### src/rtl/mux_21_pkg.sv
// Shared types and constants for the 2:1 mux arbiter and its datapath.
package mux_21_pkg;

   typedef enum logic [1:0] {
      IDLE   = 2'd0,
      GRANT0 = 2'd1,
      GRANT1 = 2'd2
   } arb_state_t;

   localparam logic SEL_DATA0 = 1'b0;
   localparam logic SEL_DATA1 = 1'b1;

   localparam int DEFAULT_MAX_HOLD = 4;

endpackage

### src/rtl/mux_21.sv
// Registered 2:1 datapath: data_out <= selected input while a grant is live.
// Latency: 1 cycle from grant/selector to data_out/valid_out.
// No backpressure: data_out simply holds its last value when no grant is live.
module mux_21 import mux_21_pkg::*; #(
   parameter int DATA_W = 1
) (
   input  logic              clk,
   input  logic              reset,
   input  logic              vld,
   input  logic              selector,
   input  logic [DATA_W-1:0] data_0,
   input  logic [DATA_W-1:0] data_1,
   output logic [DATA_W-1:0] data_out,
   output logic              valid_out
);

   always_ff @(posedge clk or negedge reset) begin
      if (!reset) begin
         data_out  <= '0;
         valid_out <= 1'b0;
      end else begin
         valid_out <= vld;
         if (vld) begin
            data_out <= (selector == SEL_DATA1) ? data_1 : data_0;
         end
      end
   end

endmodule

### src/rtl/mux_21_arbiter.sv
// Two-requester round-robin arbiter driving a registered 2:1 mux.
// Latency: request to grant 1 cycle, grant to data_out 1 more cycle.
// Backpressure: level requests; a held side is forced off after MAX_HOLD cycles if the other waits.
module mux_21_arbiter import mux_21_pkg::*; #(
   parameter int DATA_W   = 1,
   parameter int MAX_HOLD = DEFAULT_MAX_HOLD
) (
   input  logic              clk,
   input  logic              reset,
   input  logic              req_0,
   input  logic              req_1,
   input  logic [DATA_W-1:0] data_0,
   input  logic [DATA_W-1:0] data_1,
   output logic              grant_0,
   output logic              grant_1,
   output logic              selector,
   output logic [DATA_W-1:0] data_out,
   output logic              valid_out
);

   localparam int               CNT_W     = $clog2(MAX_HOLD);
   localparam logic [CNT_W-1:0] HOLD_LAST = CNT_W'(MAX_HOLD - 1);

   arb_state_t       state;
   arb_state_t       state_nxt;
   logic             last_sel;
   logic [CNT_W-1:0] hold_cnt;
   logic             at_last;

   function automatic arb_state_t arb_next(
      input arb_state_t cur,
      input logic       r0,
      input logic       r1,
      input logic       lsel,
      input logic       hold_done
   );
      arb_state_t nxt;
      nxt = cur;
      case (cur)
         IDLE: begin
            // On a tie, serve whichever side was not served most recently.
            if (r0 && r1)  nxt = (lsel == SEL_DATA1) ? GRANT0 : GRANT1;
            else if (r0)   nxt = GRANT0;
            else if (r1)   nxt = GRANT1;
         end
         GRANT0: begin
            if (!r0)                   nxt = r1 ? GRANT1 : IDLE;
            else if (r1 && hold_done)  nxt = GRANT1;
         end
         GRANT1: begin
            if (!r1)                   nxt = r0 ? GRANT0 : IDLE;
            else if (r0 && hold_done)  nxt = GRANT0;
         end
         default: nxt = IDLE;
      endcase
      return nxt;
   endfunction

   assign at_last   = (hold_cnt == HOLD_LAST);
   assign state_nxt = arb_next(state, req_0, req_1, last_sel, at_last);

   always_ff @(posedge clk or negedge reset) begin
      if (!reset) begin
         state    <= IDLE;
         last_sel <= SEL_DATA1;
         hold_cnt <= '0;
         grant_0  <= 1'b0;
         grant_1  <= 1'b0;
         selector <= SEL_DATA0;
      end else begin
         state   <= state_nxt;
         grant_0 <= (state_nxt == GRANT0);
         grant_1 <= (state_nxt == GRANT1);

         if (state_nxt != state) begin
            hold_cnt <= '0;
         end else if (state != IDLE && !at_last) begin
            hold_cnt <= hold_cnt + 1'b1;
         end

         // Selector only moves on a grant, so it holds steady through IDLE.
         if (state_nxt == GRANT0) begin
            selector <= SEL_DATA0;
            last_sel <= SEL_DATA0;
         end else if (state_nxt == GRANT1) begin
            selector <= SEL_DATA1;
            last_sel <= SEL_DATA1;
         end
      end
   end

   mux_21 #(.DATA_W(DATA_W)) u_mux (
      .clk       (clk),
      .reset     (reset),
      .vld       (grant_0 | grant_1),
      .selector  (selector),
      .data_0    (data_0),
      .data_1    (data_1),
      .data_out  (data_out),
      .valid_out (valid_out)
   );

endmodule

### config.mk
export PLATFORM = sky130hd
export DESIGN_NAME = mux_21_arbiter
export DESIGN_NICKNAME = d
export VERILOG_FILES = /design/src/rtl/mux_21_pkg.sv /design/src/rtl/mux_21.sv /design/src/rtl/mux_21_arbiter.sv
export SDC_FILE = /design/constraint.sdc
export NUM_CORES = 1
export LEC_CHECK = 0
export BUFFER_PORTS_ARGS = -buffer_cell sky130_fd_sc_hd__buf_2
export CAP_MARGIN = 15
export CORE_MARGIN = 2
export CORE_UTILIZATION = 35
export CTS_CLUSTER_DIAMETER = 150
export DETAILED_ROUTE_END_ITERATION = 10
export GPL_TIMING_DRIVEN = 0
export HOLD_SLACK_MARGIN = 0.02
export PLACE_DENSITY = 0.65
export SYNTH_ARGS = -nofsm -noshare
export SYNTH_HDL_FRONTEND = slang
export SYNTH_SLANG_ARGS = --single-unit
### constraint.sdc
create_clock -name clk -period 2.2 [get_ports clk]
set_input_delay 0.44 -clock clk [delete_from_list [all_inputs] [get_ports clk]]
set_output_delay 0.44 -clock clk [all_outputs]
set_load 0.05 [all_outputs]
Word-level counts from Yosys, hierarchy flattened
Cells that the tools add are included.
- register bits after elaboration: 10
- input bits: 6
- output and inout bits: 5
- word-level logic and storage cells: 41
- add/sub/neg operators: 1
- equality and inequality tests: 6
- multiplexer cells: 16
- bitwise gates (word level): 1
- reduce and logical (&&, ||, !) cells: 9
- operators with widths (operator ; number):
    $mux 2 ; 11
    $eq 2x2->1 const B ; 3
    $pmux 2 s3 ; 1
    $reduce_bool 2->1 ; 3
    $eq 2x1->1 const B ; 2
    $logic_and 1x1->1 ; 4
    $mux 1 ; 4
    $add 2x1->2 const B ; 1
    $logic_not 2->1 ; 1
    $ne 2x2->1 ; 1
    $logic_not 1->1 ; 1
    $or 1x1->1 ; 1

Longest topological paths before layout
- depth after elaboration: 8
- depth in mapped cells: 8
- gate-level depth less buffers: 7

Hierarchy
A second synthesis with hierarchy kept.
- cells, all modules: 53
- area total of the unflattened synthesis: 540.5 sq um
- modules (own cells, without submodules) (module ; times used ; cells an instance ; area each (sq um) ; seq. area each (sq um)):
    mux_21_arbiter ; 1 ; 48 ; 471.7 ; 201.4
    mux_21 ; 1 ; 5 ; 68.8 ; 50.0

Least setup slack after synthesis
No wires, ideal clock.
- path kind: reg-to-reg
- start point: register hold_cnt[0]
- end point: register selector
- setup time: 0.127 ns
- data arrival time: 1.684 ns
- data required time: 2.073 ns
- slack: 0.389 ns
- stages on the path, launching flop included: 9
- path buffers: 1
- clock period less this slack: 1.811 ns
- cell sequence: dfrtp_1 > ha_1 > buf_6 > mux2_4 > o21ai_1 > nand3_1 > ha_1 > nand2_1 > o21ai_0
- cells in the longest elaborated chain, start to end: 7
- elaborated cells between the ends (all ways): 12
- those cells by class: eq/ne (3); mux (6); reduce/logical (3)
- RTL lines (what ; RTL line ; RTL):
    start, declared ; mux_21_arbiter.sv:27 ; logic [CNT_W-1:0] hold_cnt;
    start signal, assigned ; mux_21_arbiter.sv:78 ; hold_cnt <= hold_cnt + 1'b1;
    $eq 2x2->1 (*) ; mux_21_arbiter.sv:59 ; assign at_last = (hold_cnt == HOLD_LAST);
    $logic_and 1x1->1, on equally long branches ; mux_21_arbiter.sv:52, mux_21_arbiter.sv:48 ;
    $mux 2, on equally long branches ; mux_21_arbiter.sv:52, mux_21_arbiter.sv:48 ;
    $mux 2, on equally long branches ; mux_21_arbiter.sv:51, mux_21_arbiter.sv:47 ;
    $pmux 2 s3 (*) ; mux_21_arbiter.sv:39 ; case (cur)
    $eq 2x1->1 / $eq 2x2->1 (equally long branches) ; mux_21_arbiter.sv:82, mux_21_arbiter.sv:85 ;
    $mux 1 / $reduce_bool 2->1 (equally long branches) ; -- ;
    end signal, assigned ; mux_21_arbiter.sv:69 ; selector <= SEL_DATA0;
    end signal, assigned ; mux_21_arbiter.sv:83 ; selector <= SEL_DATA0;
    end signal, assigned ; mux_21_arbiter.sv:86 ; selector <= SEL_DATA1;
    end, declared ; mux_21_arbiter.sv:16 ; output logic selector,
Mark *: on every way between the ends. The rest lies on a longest branch, timed or not.
A chain may end at the register's enable or synchronous reset.

Final worst setup path
Same ends and word-level chain as after synthesis.

==> flow_metrics.py <==
metrics = {
    "critical_path": {
        "required_ps": 2330,
        "worstPathArrival_ps": 2080,
        "critPathLaunchType": "flip-flop",
        "r2r_slack_ps": 250,
        "cp_max_fo": 10,
        "r2r_cells": 8,
        "cp-end-kind": "flip-flop",
        "path_class": "flip-flop to flip-flop",
    },
    "clocking": {
        "cts_root_buffer": "clkbuf_4",
        "cts.sinks": 10,
        "cts.htree.levels": 1,
        "postCtsSetupBuffers": 0,
        "cts_tree": "built",
        "cts_resized": 0,
        "ctsLongestPathBuffers": 2,
        "clkSlewWorstSetupHoldPaths_ps": 60,
        "insertion_delay_ps": 260,
        "cts_buffers": 3,
        "postCtsHoldBufs": 1,
    },
    "sta": {
        "hold_viol": 0,
        "final.period_utilization": 0.884,
        "final.setup.tns_ps": 0,
        "setup_viol_count_final": 0,
        "slew_headroom": 0.836,
        "drv_slew": 0,
        "fin_skew_ps": 8.47,
        "fmax_ghz": 0.514,
        "fin_crit_ps": 1950,
        "worstMarginPinSlew_ps": 248,
        "rsz0062_at_grt": "false",
    },
    "final_layout": {
        "n_antenna_cell": 0,
        "layout.nets": 81,
        "post-route-util": 0.438,
        "fillCellCount": 157,
        "drive_above_1_share": 0.282,
        "area_delta_synth_final_pct": 19.8,
    },
    "detailed_routing": {
        "wl_per_cell_um": 10.1,
        "dr_total_vias": 433,
        "routed_via_density": 4.98,
        "antenna_left": 0,
        "drc": 0,
        "drt_pass1_iterations": 1,
        "finalWirelength_um": 880,
        "first_iter_violations": 0,
    },
    "power_and_ir_drop": {
        "leakage_nw": 0.327,
        "power_density_mw_per_mm2": 1060,
        "ir_drop_mv": 0.616,
    },
    "outcome": {
        "outcome": "finished clean",
    },
    "global_routing": {
        "grt_use_met3": 0.0511,
        "grt_pass1_vias": 413,
        "grt.met1_usage": 0.125,
        "grt_antenna_before_repair": 0,
        "gr-usage-met2": 0.200,
        "grt_pass1_wl_mm": 1.62,
        "grt-ovfl-total": 0,
        "track_usage": 0.118,
        "grt_start_max_net_pins": 11,
        "top_usage_layer": "met2",
    },
    "die": {
        "die_h_um": 43.2,
        "rows": 14,
        "io_pins": 11,
        "die_area_sq_mm": 0.00187,
        "dieWidth_um": 43.2,
        "floorplan.initialDensity": 0.366,
        "fp.coreArea_sq_mm": 0.00147,
    },
    "synth": {
        "netlist_top_cells_area": "dfrtp_1 42%, ha_1 7.0%, dfstp_2 4.9%, nand2_1 4.9%, mux2i_1 3.7%",
        "syn_area_sq_um": 538,
        "ys_ff_latch": 10,
        "synth_fp_nets": 65,
        "ys_warn_count": 0,
        "yosys.area.top_type": "dfrtp_1",
        "post_synth.cell_area_avg_sq_um": 9.61,
        "syn_inst": 56,
        "ys_seq_area_frac": 0.467,
        "synth_top_area_share": 0.419,
        "ys_types": 25,
    },
    "place": {
        "dp_hpwl_um": 712,
        "io_buffers": 10,
        "globalplace.congestion": 0.745,
    },
    "worst_hold_path": {
        "min_path_cells": 2,
        "holdCritPathClass": "flip-flop to flip-flop",
    },
    "job": {
        "cap_viol_max_count": 0,
    },
}
[final timing paths]
path / start / endpoint
setup reg to reg: hold_cnt[0] / selector
setup / recovery: hold_cnt[0] / selector
max in group asynchronous: reset / last_sel
hold / removal: grant_0 / u_mux.valid_out
hold reg to reg: grant_0 / u_mux.valid_out
min in group asynchronous: reset / grant_1
[layout by cell type (no fill, tap or decap), types with 2 or more instances in the layout]
cell type / n
o21ai_0: 4
nor2_1: 5
ha_1: 3
a21oi_1: 2
buf_2: 12
a31oi_1: 2
mux2i_1: 2
dfrtp_1: 9
nand3_1: 2
nor3_1: 2
clkbuf_4: 3
nand2_1: 7
inv_1: 3
[cell type report]
class / instances / area, sq um / share of cell area
plain buffers: 3 / 21.3 / 0.0330
multi-input cells: 40 / 254 / 0.394
clock buffers: 4 / 26.3 / 0.0408
well taps: 16 / 20.0 / 0.0311
inverters: 3 / 11.3 / 0.0175
flip-flops and latches: 10 / 251 / 0.390
repair buffers: 11 / 60.1 / 0.0932
[per-layer routing]
layer / wire length [um] / vias up
li1: - / 224
met1: 389 / 200
met2: 446 / 7
met3: 31 / 2
met4: 12 / 0
met5: 0 / -
[flip-flops by register name, summed over array words and instances (netlist names)]
signal / cells
state: 2
hold_cnt: 2
u_mux.valid_out: 1
grant_1: 1
last_sel: 1
selector: 1
u_mux.data_out: 1
grant_0: 1
[worst max-delay path, stage by stage, from the launching register on]
cell	delay (ps)
dfrtp_1	420
ha_1	220
buf_6	140
mux2_4	290
o21ai_1	130
nand3_1	130
ha_1	350
nand2_1	70
o21ai_0	80
[cell families after synthesis]
logic type | count (synthesis) | synth area share
AO/OA/AOI/OAI | 13 | 0.149
adder cells (fa/ha/maj) | 3 | 0.0698
multiplexers | 3 | 0.0651
AND/OR/NAND/NOR | 21 | 0.188
flip-flops | 10 | 0.467
buffers and inverters | 6 | 0.0605
[cells in the mapped netlist]
cell type and instances:
buf_2 2, o21ai_0 4, nor3b_1 1, o22ai_1 1, and2b_2 1, nand3_1 2, dfrtp_1 9, nand2_1 7
mux2_4 1, nand3b_1 1, ha_1 3, and3_1 1, nor2_1 5, o21ai_1 1, a31oi_1 2, dfstp_2 1
mux2i_1 2, inv_1 3, nor2b_1 1, o21bai_1 1, buf_6 1, a21oi_1 2, a2bb2oi_1 1, nor3_1 2
a22o_2 1
[power breakdown]
group	internal, mW	leakage (nW)	total [mW]	switching [mW]
clock network	0.0698	0.0150	0.126	0.0562
logic	0.0939	0.187	0.289	0.195
registers	0.239	0.124	0.268	0.0292
[stage by stage]
stage	instances	power [mW]	hold slack (ps)	setup slack [ps]	cell area, sq um
2_1_floorplan	56	0.496	144	389	538
3_3_place_gp	82	0.557	305	296	608
3_5_place_dp	82	0.564	305	256	608
4_1_cts	87	0.697	475	237	644
5_1_grt	87	0.741	502	84.3	644
6_report	87	0.684	469	254	644
(Power assumes the default switching activity.)
